**src/rtl/pe_dot_acc.sv**
```systemverilog
`default_nettype none
//==============================================================================
// Module   : pe_dot_acc
// Brief    : Streaming dot-product PE (signed-int or bfloat-style FP datapath).
//            Build option PE_DOT_SAT_EN: saturating INT accumulator.
// Revision : 1.0  initial release
//==============================================================================
module pe_dot_acc #(
    parameter int INT_MODE = 0,
    parameter int EXP_BIT  = 8,
    parameter int MAT_BIT  = 7,
    parameter int DATA_BIT = EXP_BIT + MAT_BIT + 1,
    parameter int ACC_BIT  = 32,
    parameter int CNT_BIT  = 8,
    localparam int OUT_BIT = (INT_MODE != 0) ? ACC_BIT : DATA_BIT
) (
    input  logic                clk,
    input  logic                rst_n,
    input  logic                start,
    input  logic [CNT_BIT-1:0]  cfg_len,
    input  logic                in_valid,
    output logic                in_ready,
    input  logic [DATA_BIT-1:0] idataA,
    input  logic [DATA_BIT-1:0] idataB,
    output logic                out_valid,
    input  logic                out_ready,
    output logic [OUT_BIT-1:0]  odata,
    output logic                busy,
    output logic                ovf
);

    typedef enum logic [1:0] {
        S_IDLE  = 2'd0,
        S_ACC   = 2'd1,
        S_DRAIN = 2'd2,
        S_OUT   = 2'd3
    } state_t;

    state_t               r_state;
    state_t               w_state_nxt;
    logic [CNT_BIT-1:0]   r_cnt;
    logic [CNT_BIT-1:0]   r_len;
    logic                 r_drain;
    logic                 r_p_valid;
    logic                 r_ovf;
    logic [OUT_BIT-1:0]   r_odata;

    logic                 w_start_acc;
    logic                 w_beat;
    logic                 w_last;
    logic                 w_ovf_evt;
    logic [OUT_BIT-1:0]   w_acc_value;

    assign w_start_acc = (r_state == S_IDLE) && start;
    assign in_ready    = (r_state == S_ACC) && (r_cnt < r_len);
    assign w_beat      = in_valid && in_ready;
    assign w_last      = w_beat && (r_cnt == r_len - CNT_BIT'(1));
    assign out_valid   = (r_state == S_OUT);
    assign busy        = (r_state != S_IDLE);
    assign ovf         = r_ovf;
    assign odata       = r_odata;

    always_comb begin
        w_state_nxt = r_state;
        case (r_state)
            S_IDLE:  if (start)     w_state_nxt = (cfg_len == '0) ? S_OUT : S_ACC;
            S_ACC:   if (w_last)    w_state_nxt = S_DRAIN;
            S_DRAIN: if (r_drain)   w_state_nxt = S_OUT;
            S_OUT:   if (out_ready) w_state_nxt = S_IDLE;
            default:                w_state_nxt = S_IDLE;
        endcase
    end

    always_ff @(posedge clk or negedge rst_n) begin
        if (!rst_n) begin
            r_state <= S_IDLE;
        end else begin
            r_state <= w_state_nxt;
        end
    end

    // DRAIN lasts two cycles: one for the last product, one for its accumulate.
    always_ff @(posedge clk or negedge rst_n) begin
        if (!rst_n) begin
            r_cnt     <= '0;
            r_len     <= '0;
            r_drain   <= 1'b0;
            r_p_valid <= 1'b0;
            r_ovf     <= 1'b0;
            r_odata   <= '0;
        end else begin
            r_p_valid <= w_beat;
            r_drain   <= (r_state == S_DRAIN) && !r_drain;
            if (w_start_acc) begin
                r_cnt <= '0;
                r_len <= cfg_len;
            end else if (w_beat) begin
                r_cnt <= r_cnt + CNT_BIT'(1);
            end
            if (w_start_acc) begin
                r_ovf <= 1'b0;
            end else if (w_ovf_evt) begin
                r_ovf <= 1'b1;
            end
            if (w_start_acc && (cfg_len == '0)) begin
                r_odata <= '0;
            end else if ((r_state == S_DRAIN) && r_drain) begin
                r_odata <= w_acc_value;
            end
        end
    end

    generate
        if (INT_MODE != 0) begin : g_int
            logic signed [2*DATA_BIT-1:0] w_a_ext;
            logic signed [2*DATA_BIT-1:0] w_b_ext;
            logic signed [2*DATA_BIT-1:0] w_mul;
            logic        [ACC_BIT-1:0]    w_prod_ext;
            logic        [ACC_BIT-1:0]    w_sum;
            logic        [ACC_BIT-1:0]    w_next;
            logic                         w_of;
            logic        [ACC_BIT-1:0]    r_prod;
            logic        [ACC_BIT-1:0]    r_acc;

            assign w_a_ext    = (2*DATA_BIT)'($signed(idataA));
            assign w_b_ext    = (2*DATA_BIT)'($signed(idataB));
            assign w_mul      = w_a_ext * w_b_ext;
            assign w_prod_ext = ACC_BIT'(w_mul);
            assign w_sum      = r_acc + r_prod;
            // Signed overflow: operands agree in sign, result does not.
            assign w_of       = (r_acc[ACC_BIT-1] == r_prod[ACC_BIT-1]) &&
                                (w_sum[ACC_BIT-1] != r_acc[ACC_BIT-1]);
`ifdef PE_DOT_SAT_EN
            localparam logic [ACC_BIT-1:0] SAT_MAX = {1'b0, {(ACC_BIT-1){1'b1}}};
            localparam logic [ACC_BIT-1:0] SAT_MIN = {1'b1, {(ACC_BIT-1){1'b0}}};
            assign w_next = w_of ? (r_acc[ACC_BIT-1] ? SAT_MIN : SAT_MAX) : w_sum;
`else
            assign w_next = w_sum;
`endif
            assign w_ovf_evt   = r_p_valid && w_of;
            assign w_acc_value = r_acc;

            always_ff @(posedge clk or negedge rst_n) begin
                if (!rst_n) begin
                    r_prod <= '0;
                    r_acc  <= '0;
                end else begin
                    if (w_beat) begin
                        r_prod <= w_prod_ext;
                    end
                    if (w_start_acc) begin
                        r_acc <= '0;
                    end else if (r_p_valid) begin
                        r_acc <= w_next;
                    end
                end
            end
        end else begin : g_fp
            localparam int                  BIAS    = (1 << (EXP_BIT - 1)) - 1;
            localparam logic [EXP_BIT-1:0]  EXP_MAX = {EXP_BIT{1'b1}};
            localparam logic [DATA_BIT-2:0] MAG_MAX = {EXP_MAX - EXP_BIT'(1), {MAT_BIT{1'b1}}};

            // Result packing for both helpers: {overflow, sign, exp, mantissa}.
            function automatic logic [DATA_BIT:0] fp_mul(input logic [DATA_BIT-1:0] a,
                                                         input logic [DATA_BIT-1:0] b);
                logic                   sign;
                logic [EXP_BIT-1:0]     ea;
                logic [EXP_BIT-1:0]     eb;
                logic [2*MAT_BIT+1:0]   mp;
                logic [MAT_BIT-1:0]     mant;
                int                     e;
                sign = a[DATA_BIT-1] ^ b[DATA_BIT-1];
                ea   = a[DATA_BIT-2:MAT_BIT];
                eb   = b[DATA_BIT-2:MAT_BIT];
                mp   = (2*MAT_BIT+2)'({1'b1, a[MAT_BIT-1:0]}) *
                       (2*MAT_BIT+2)'({1'b1, b[MAT_BIT-1:0]});
                e    = int'(ea) + int'(eb) - BIAS;
                if (mp[2*MAT_BIT+1]) begin
                    mant = MAT_BIT'(mp >> (MAT_BIT + 1));
                    e    = e + 1;
                end else begin
                    mant = MAT_BIT'(mp >> MAT_BIT);
                end
                if ((ea == '0) || (eb == '0) || (e <= 0)) begin
                    fp_mul = '0;
                end else if (e >= int'(EXP_MAX)) begin
                    fp_mul = {1'b1, sign, MAG_MAX};
                end else begin
                    fp_mul = {1'b0, sign, EXP_BIT'(e), mant};
                end
            endfunction

            function automatic logic [DATA_BIT:0] fp_add(input logic [DATA_BIT-1:0] x,
                                                         input logic [DATA_BIT-1:0] y);
                logic [DATA_BIT-1:0]    big;
                logic [DATA_BIT-1:0]    sml;
                logic [EXP_BIT-1:0]     e_big;
                logic [EXP_BIT-1:0]     e_sml;
                logic [MAT_BIT+1:0]     m_big;
                logic [MAT_BIT+1:0]     m_sml;
                logic [MAT_BIT+1:0]     s;
                logic [MAT_BIT-1:0]     mant;
                int                     e;
                int                     p;
                if (x[DATA_BIT-2:0] >= y[DATA_BIT-2:0]) begin
                    big = x;
                    sml = y;
                end else begin
                    big = y;
                    sml = x;
                end
                e_big  = big[DATA_BIT-2:MAT_BIT];
                e_sml  = sml[DATA_BIT-2:MAT_BIT];
                m_big  = {2'b01, big[MAT_BIT-1:0]};
                m_sml  = {2'b01, sml[MAT_BIT-1:0]} >> (e_big - e_sml);
                e      = int'(e_big);
                mant   = '0;
                p      = 0;
                fp_add = {1'b0, big};
                if (e_sml == '0) begin
                    fp_add = {1'b0, big};
                end else if (big[DATA_BIT-1] == sml[DATA_BIT-1]) begin
                    s = m_big + m_sml;
                    if (s[MAT_BIT+1]) begin
                        mant = s[MAT_BIT:1];
                        e    = e + 1;
                    end else begin
                        mant = s[MAT_BIT-1:0];
                    end
                    if (e >= int'(EXP_MAX)) begin
                        fp_add = {1'b1, big[DATA_BIT-1], MAG_MAX};
                    end else begin
                        fp_add = {1'b0, big[DATA_BIT-1], EXP_BIT'(e), mant};
                    end
                end else begin
                    s = m_big - m_sml;
                    if (s == '0) begin
                        fp_add = '0;
                    end else begin
                        for (int i = 0; i <= MAT_BIT; i++) begin
                            if (s[i]) p = i;
                        end
                        e = e - (MAT_BIT - p);
                        if (e <= 0) begin
                            fp_add = '0;
                        end else begin
                            mant   = MAT_BIT'(s << (MAT_BIT - p));
                            fp_add = {1'b0, big[DATA_BIT-1], EXP_BIT'(e), mant};
                        end
                    end
                end
            endfunction

            logic [DATA_BIT:0]   w_mul_r;
            logic [DATA_BIT:0]   w_add_r;
            logic [DATA_BIT-1:0] r_prod;
            logic [DATA_BIT-1:0] r_acc;

            assign w_mul_r     = fp_mul(idataA, idataB);
            assign w_add_r     = fp_add(r_acc, r_prod);
            assign w_ovf_evt   = (w_beat && w_mul_r[DATA_BIT]) || (r_p_valid && w_add_r[DATA_BIT]);
            assign w_acc_value = r_acc;

            always_ff @(posedge clk or negedge rst_n) begin
                if (!rst_n) begin
                    r_prod <= '0;
                    r_acc  <= '0;
                end else begin
                    if (w_beat) begin
                        r_prod <= w_mul_r[DATA_BIT-1:0];
                    end
                    if (w_start_acc) begin
                        r_acc <= '0;
                    end else if (r_p_valid) begin
                        r_acc <= w_add_r[DATA_BIT-1:0];
                    end
                end
            end
        end
    endgenerate

endmodule
`default_nettype wire

```
**config.mk**
```make
export PLATFORM = sky130hd
export DESIGN_NAME = pe_dot_acc
export DESIGN_NICKNAME = d
export VERILOG_FILES = /design/src/rtl/pe_dot_acc.sv
export SDC_FILE = /design/constraint.sdc
export NUM_CORES = 1
export LEC_CHECK = 0
export CORE_MARGIN = 2
export CORE_UTILIZATION = 25
export DETAILED_ROUTE_END_ITERATION = 10
export PLACE_DENSITY = 0.41
export SLEW_MARGIN = 10
export SYNTH_ARGS = -nofsm -noshare
export SYNTH_HDL_FRONTEND = slang
export SYNTH_SLANG_ARGS = --single-unit
```
**constraint.sdc**
```tcl
create_clock -name clk -period 8.9 [get_ports clk]
set_input_delay 2.67 -clock clk [delete_from_list [all_inputs] [get_ports clk]]
set_output_delay 2.67 -clock clk [all_outputs]
set_load 0.01 [all_outputs]
```
==> flow_metrics.py, run 1 <==
metrics = {
    "synth": {
        "synth_edf_count": 0,
        "avgSynthCellArea_um2": 7.943,
        "synthFlopType": "dfrtp_1",
        "syn_inst": 1155,
        "ys_seq_area_share_pct": 18.82,
        "synthDistinctLibCells": 86,
        "yosys_warnings": 0,
        "synthesis.nets": 1337,
        "yosys_register_bits": 69,
        "syn_area_um2": 9174,
        "async_flop_share_pct": 100.0,
    },
    "detailed_routing": {
        "vias_per_cell": 4.924,
        "ant_nets": 0,
        "drt_iter0_markers": 535,
        "first_pass_iters": 5,
        "wl_per_cell_um": 16.99,
        "drc": 0,
        "wl_um": 30120,
        "vias": 8730,
    },
    "clock_tree": {
        "cts-root-buf": "clkbuf_16",
        "ctsHoldBuffers": 0,
        "clkTransAtPathRegs_ns": 0.06,
        "clock_latency_ns": 0.35,
        "cts_tree": "yes",
        "cts.path.max_buffers": 2,
        "clock_sinks": 69,
        "cts_max_level": 3,
        "cts_inserted_buffers": 9,
    },
    "finish": {
        "final_nets": 1482,
        "final_cell_mix": "nand2_1, buf_4, inv_1",
        "area_delta_synth_final_pct": 24.45,
        "drive_above_1_share_pct": 12.64,
        "final_common_cell": "nand2_1",
        "diodes": 0,
        "fillers": 3925,
    },
    "grt": {
        "grt_start_max_net_pins": 70,
        "grt_antenna_before_repair": 0,
        "grt_first_pass_wirelength_um": 50200,
        "grtUsageTotal_pct": 16.41,
        "grt_pass1_vias": 8999,
        "grt_overflow": 0,
    },
    "critical_path": {
        "critPathLaunchType": "flip-flop",
        "required_ns": 9.15,
        "path_buf_inv": 9,
        "timing_worst_setup_path_type": "flip-flop to flip-flop",
        "critical_path.endpoint_type": "flip-flop",
        "r2r_start": "g_fp.r_acc[0]",
        "startpoint": "g_fp.r_acc[0]",
        "crit_fanout": 8,
        "cp_top_family": "compound AO/OA/AOI/OAI gates",
        "critPathSlowestCell": "dfrtp_1",
        "cp_common_cell": "buf_4",
        "critPathMaxStageDelay_ns": 0.43,
        "arrival_ns": 8.59,
    },
    "place": {
        "io_buffers": 64,
        "dp_hpwl_um": 24880,
        "gp_congestion": 0.8424,
    },
    "floorplanning": {
        "start_util_pct": 25.24,
        "core_um2": 36350,
        "die-area_um2": 38240,
        "fp.dieH_um": 195.6,
        "num_rows": 70,
        "ios": 65,
        "die_w_um": 195.6,
    },
    "sta": {
        "fmax_mhz": 119.9,
        "fin_crit_sh_pct": 93.73,
        "final.setup.tns_ns": 0,
        "min_period_ns": 8.342,
        "rsz0062_at_grt": "false",
        "max-slew-margin-rel_pct": 36.33,
        "drv_slew": 0,
        "finClkSkew_ns": 0.01255,
        "setup_violations": 0,
        "hold_violations": 0,
        "worst_pin_slew_ns": 0.9551,
    },
    "hold_path": {
        "min_path_type": "flip-flop to flip-flop",
        "hold_start": "r_drain",
    },
    "job": {
        "cap_viol_max_count": 0,
    },
    "outcome": {
        "outcome": "completed",
    },
}
worst reg2reg max path, delay by kind of cell (launching register included):
family	cells	cell delay, ns
buf+inv	9	1.35
compound gates	17	3.36
fa+ha+maj	4	1.00
flops	1	0.43
mux	1	0.33
simple gates	13	1.77
cells in the mapped netlist (all sizes together), types with 17 or more instances:
master / number / area, um2
nand2: 132 / 495.5
inv: 106 / 397.9
nor2: 103 / 389.1
ha: 98 / 1226
a21oi: 79 / 399.1
dfrtp: 69 / 1727
o21ai: 66 / 341.6
and2: 41 / 256.5
fa: 39 / 780.8
xnor2: 39 / 341.6
clkbuf: 32 / 120.1
nand3: 29 / 150.1
a211oi: 20 / 175.2
and3: 18 / 112.6
nor3: 18 / 101.4
xor2: 17 / 148.9
registers in the layout, indices dropped and copies added (netlist names):
register and flops:
g_fp.r_acc 16, g_fp.r_prod 16, odata 16, r_cnt 8, r_len 8, r_state 2
ovf 1, r_drain 1, r_p_valid 1
routing by layer:
| layer | up-vias | GRT usage (%) | routed length (um) |
|---|---|---|---|
| met4 | 0 | 2.856 | 287 |
| met1 | 4209 | 22.75 | 14970 |
| li1 | 4351 | - | - |
| met3 | 23 | 1.744 | 773 |
| met2 | 147 | 27.83 | 14080 |
| met5 | - | 0 | 0 |
worst paths after layout:
path	endpoint	slack [ns]	cells past startpoint
hold / removal	r_drain	0.48	1
setup reg to reg	g_fp.r_acc[10]	0.56	44
setup / recovery	g_fp.r_acc[10]	0.56	44
min in group asynchronous	r_len[1]	2.43	1
hold reg to reg	r_drain	0.48	1
max in group asynchronous	g_fp.r_acc[0]	5.80	1
kinds of logic (layout without fill, tap and decap cells):
| kind of cell | after synthesis | in the layout | synth area share (%) |
|---|---|---|---|
| and+or+nand+nor | 414 | 414 | 21.75 |
| AOI/OAI and AO/OA | 309 | 309 | 22.91 |
| adders and majority gates | 137 | 137 | 21.88 |
| xor gates and xnor gates | 56 | 56 | 5.346 |
| muxes | 24 | 24 | 3.137 |
| buffers and inverters | 146 | 296 | 6.151 |
| DFF | 69 | 69 | 18.82 |
repair_timing:
action | CTS | global route
gates resized for setup | 0 | 9
buffers inserted | 0 | 2
endpoints found under the setup margin | 0 | 15
layout make-up:
| class | count | area (um2) | share of cell area (%) |
|---|---|---|---|
| clock inverter | 5 | 58.81 | 0.5151 |
| sequential | 69 | 1727 | 15.12 |
| inverter | 107 | 401.6 | 3.518 |
| tap | 468 | 585.6 | 5.129 |
| timing repair buffer | 173 | 1469 | 12.87 |
| multi-input combinational | 940 | 6923 | 60.64 |
| clock buffer | 11 | 252.7 | 2.214 |
stage by stage:
stage / std cells / instance area, um2 / worst slack [ns] / hold slack [ns] / util, %
finish: 1773 / 11420 / 0.5581 / 0.4820 / 31.41
global route: 1773 / 11420 / 0.01049 / 0.5268 / 31.41
CTS: 1771 / 11360 / 0.1804 / 0.4957 / 31.26
detailed placement: 1755 / 11050 / 0.2347 / 0.4861 / 30.40
global placement: 1755 / 11050 / 0.1139 / 0.4783 / 30.40
floorplan: 1155 / 9174 / 0.6578 / 0.4291 / -
Power of run 1 is not shown: default switching activity piles up to over one toggle a cycle in this logic, so the estimate is an artifact.
==> run 2, diff against run 1 <==
--- a/config.mk
+++ b/config.mk
@@ -5,10 +5,12 @@
 export SDC_FILE = /design/constraint.sdc
 export NUM_CORES = 1
 export LEC_CHECK = 0
+export CORE_ASPECT_RATIO = 0.75
 export CORE_MARGIN = 2
 export CORE_UTILIZATION = 25
 export DETAILED_ROUTE_END_ITERATION = 10
 export PLACE_DENSITY = 0.41
+export SKIP_CTS_REPAIR_TIMING = 1
 export SLEW_MARGIN = 10
 export SYNTH_ARGS = -nofsm -noshare
 export SYNTH_HDL_FRONTEND = slang
==> run 2 against run 1 <==
Net effect: critical path depth is 2 lower; register-to-register slack better by 0.13 ns; die area hardly changed; first-iteration DRC count rose by 15%; via count is 1.3% lower; count of clock-buffer cells in the layout unchanged; non-clock buffer count fell by 24; setup slack better by 0.13 ns; fmax up 1.6%.
==> flow_metrics.py, run 2 (synthesis gave the netlist of run 1 again) <==
metrics = {
    "outcome": {
        "outcome": "completed",
    },
    "critical_path": {
        "required_ns": 9.19,
        "critical_path.endpoint_type": "flip-flop",
        "critPathMaxStageDelay_ns": 0.46,
        "startpoint": "g_fp.r_acc[0]",
        "critPathSlowestCell": "o41ai_1",
        "arrival_ns": 8.50,
        "critPathLaunchType": "flip-flop",
        "path_buf_inv": 6,
        "timing_worst_setup_path_type": "flip-flop to flip-flop",
        "cp_common_cell": "ha_1",
        "r2r_start": "g_fp.r_acc[0]",
        "cp_top_family": "compound AO/OA/AOI/OAI gates",
        "crit_fanout": 11,
    },
    "floorplanning": {
        "fp.dieH_um": 169.9,
        "num_rows": 60,
        "ios": 65,
        "core_um2": 36030,
        "die-area_um2": 38260,
        "start_util_pct": 25.46,
        "die_w_um": 225.2,
    },
    "place": {
        "io_buffers": 64,
        "dp_cells": 1728,
        "dp_hpwl_um": 25050,
        "gp_congestion": 0.8794,
        "pre_cts_ws_ns": 0.3424,
    },
    "finish": {
        "final_cell_mix": "nand2_1, inv_1, nor2_1",
        "multi_input_area_um2": 6925,
        "diodes": 0,
        "finalNonFillerCells": 1746,
        "final_nets": 1458,
        "final_common_cell": "nand2_1",
        "drive_above_1_share_pct": 11.09,
        "area_delta_synth_final_pct": 22.52,
        "ff_latch_area_um2": 1728,
        "fillers": 3883,
    },
    "job": {
        "cap_viol_max_count": 0,
    },
    "sta": {
        "setup_violations": 0,
        "finClkSkew_ns": 0.007600,
        "final.setup.tns_ns": 0,
        "worst_pin_slew_ns": 0.9449,
        "setup_slack_ns": 0.6907,
        "min_period_ns": 8.209,
        "fmax_mhz": 121.8,
        "drv_slew": 0,
        "max-slew-margin-rel_pct": 37.00,
        "rsz0062_at_grt": "false",
        "hold_violations": 0,
        "fin_crit_sh_pct": 92.24,
    },
    "detailed_routing": {
        "drc": 0,
        "wl_um": 30360,
        "wl_per_cell_um": 17.39,
        "ant_nets": 0,
        "drt_iter0_markers": 616,
        "vias_per_cell": 4.934,
        "vias": 8614,
        "first_pass_iters": 5,
    },
    "clock_tree": {
        "cts.path.max_buffers": 2,
        "clock_sinks": 69,
        "cts-root-buf": "clkbuf_16",
        "clkTransAtPathRegs_ns": 0.06,
        "cts_max_level": 3,
        "cts_inserted_buffers": 9,
        "cts_tree": "yes",
        "clock_latency_ns": 0.35,
    },
    "grt": {
        "grtUsageTotal_pct": 16.43,
        "grt_overflow": 0,
        "grt_first_pass_wirelength_um": 48850,
        "grt_pass1_vias": 8446,
        "grt_antenna_before_repair": 0,
        "grt_start_max_net_pins": 70,
    },
    "hold_path": {
        "hold_start": "r_drain",
        "min_path_type": "flip-flop to flip-flop",
    },
}
-- run 2: routing by layer --
metal	share of wire, %	vias up	GRT usage (%)
met5	0	-	0
met4	0.48	0	2.073
met2	38	179	22.17
li1	-	4327	-
met3	6.7	15	3.850
met1	55	4093	26.33
-- run 2: worst reg2reg max path: cells and delay by family, from the launching register on --
kind | cells | cell delay (ns)
adders and majority gates | 6 | 1.29
xor gates and xnor gates | 1 | 0.18
and+or+nand+nor | 11 | 1.31
buffers and inverters | 6 | 0.68
AOI/OAI and AO/OA | 18 | 4.30
DFF | 1 | 0.38
-- run 2: final cells by class --
class                      instances  area share (%)
clock buffer                      11           2.160
sequential                        69           15.37
clock inverter                     5          0.7459
inverter                         107           3.573
multi-input combinational        940           61.62
tap                              465           5.176
timing repair buffer             149           11.35
-- run 2: worst paths after layout --
check                             endpoint  slack (ns)  cells after the start
min                                r_drain        0.47                      1
max reg2reg                  g_fp.r_acc[6]        0.69                     42
min in group asynchronous         r_len[7]        2.44                      1
max                          g_fp.r_acc[6]        0.69                     42
min reg2reg                        r_drain        0.47                      1
max in group asynchronous  g_fp.r_prod[10]        5.75                      1
-- run 2: metrics by stage --
stage,utilization (%),hold slack (ns),cell area (um2)
2_1_floorplan,-,0.4291,9174
3_3_place_gp,30.12,0.4595,10850
6_report,31.19,0.4741,11240
5_1_grt,31.19,0.5011,11240
4_1_cts,31.03,0.4757,11180
3_5_place_dp,30.12,0.4571,10850
Power of run 2 is left out for the same reason.
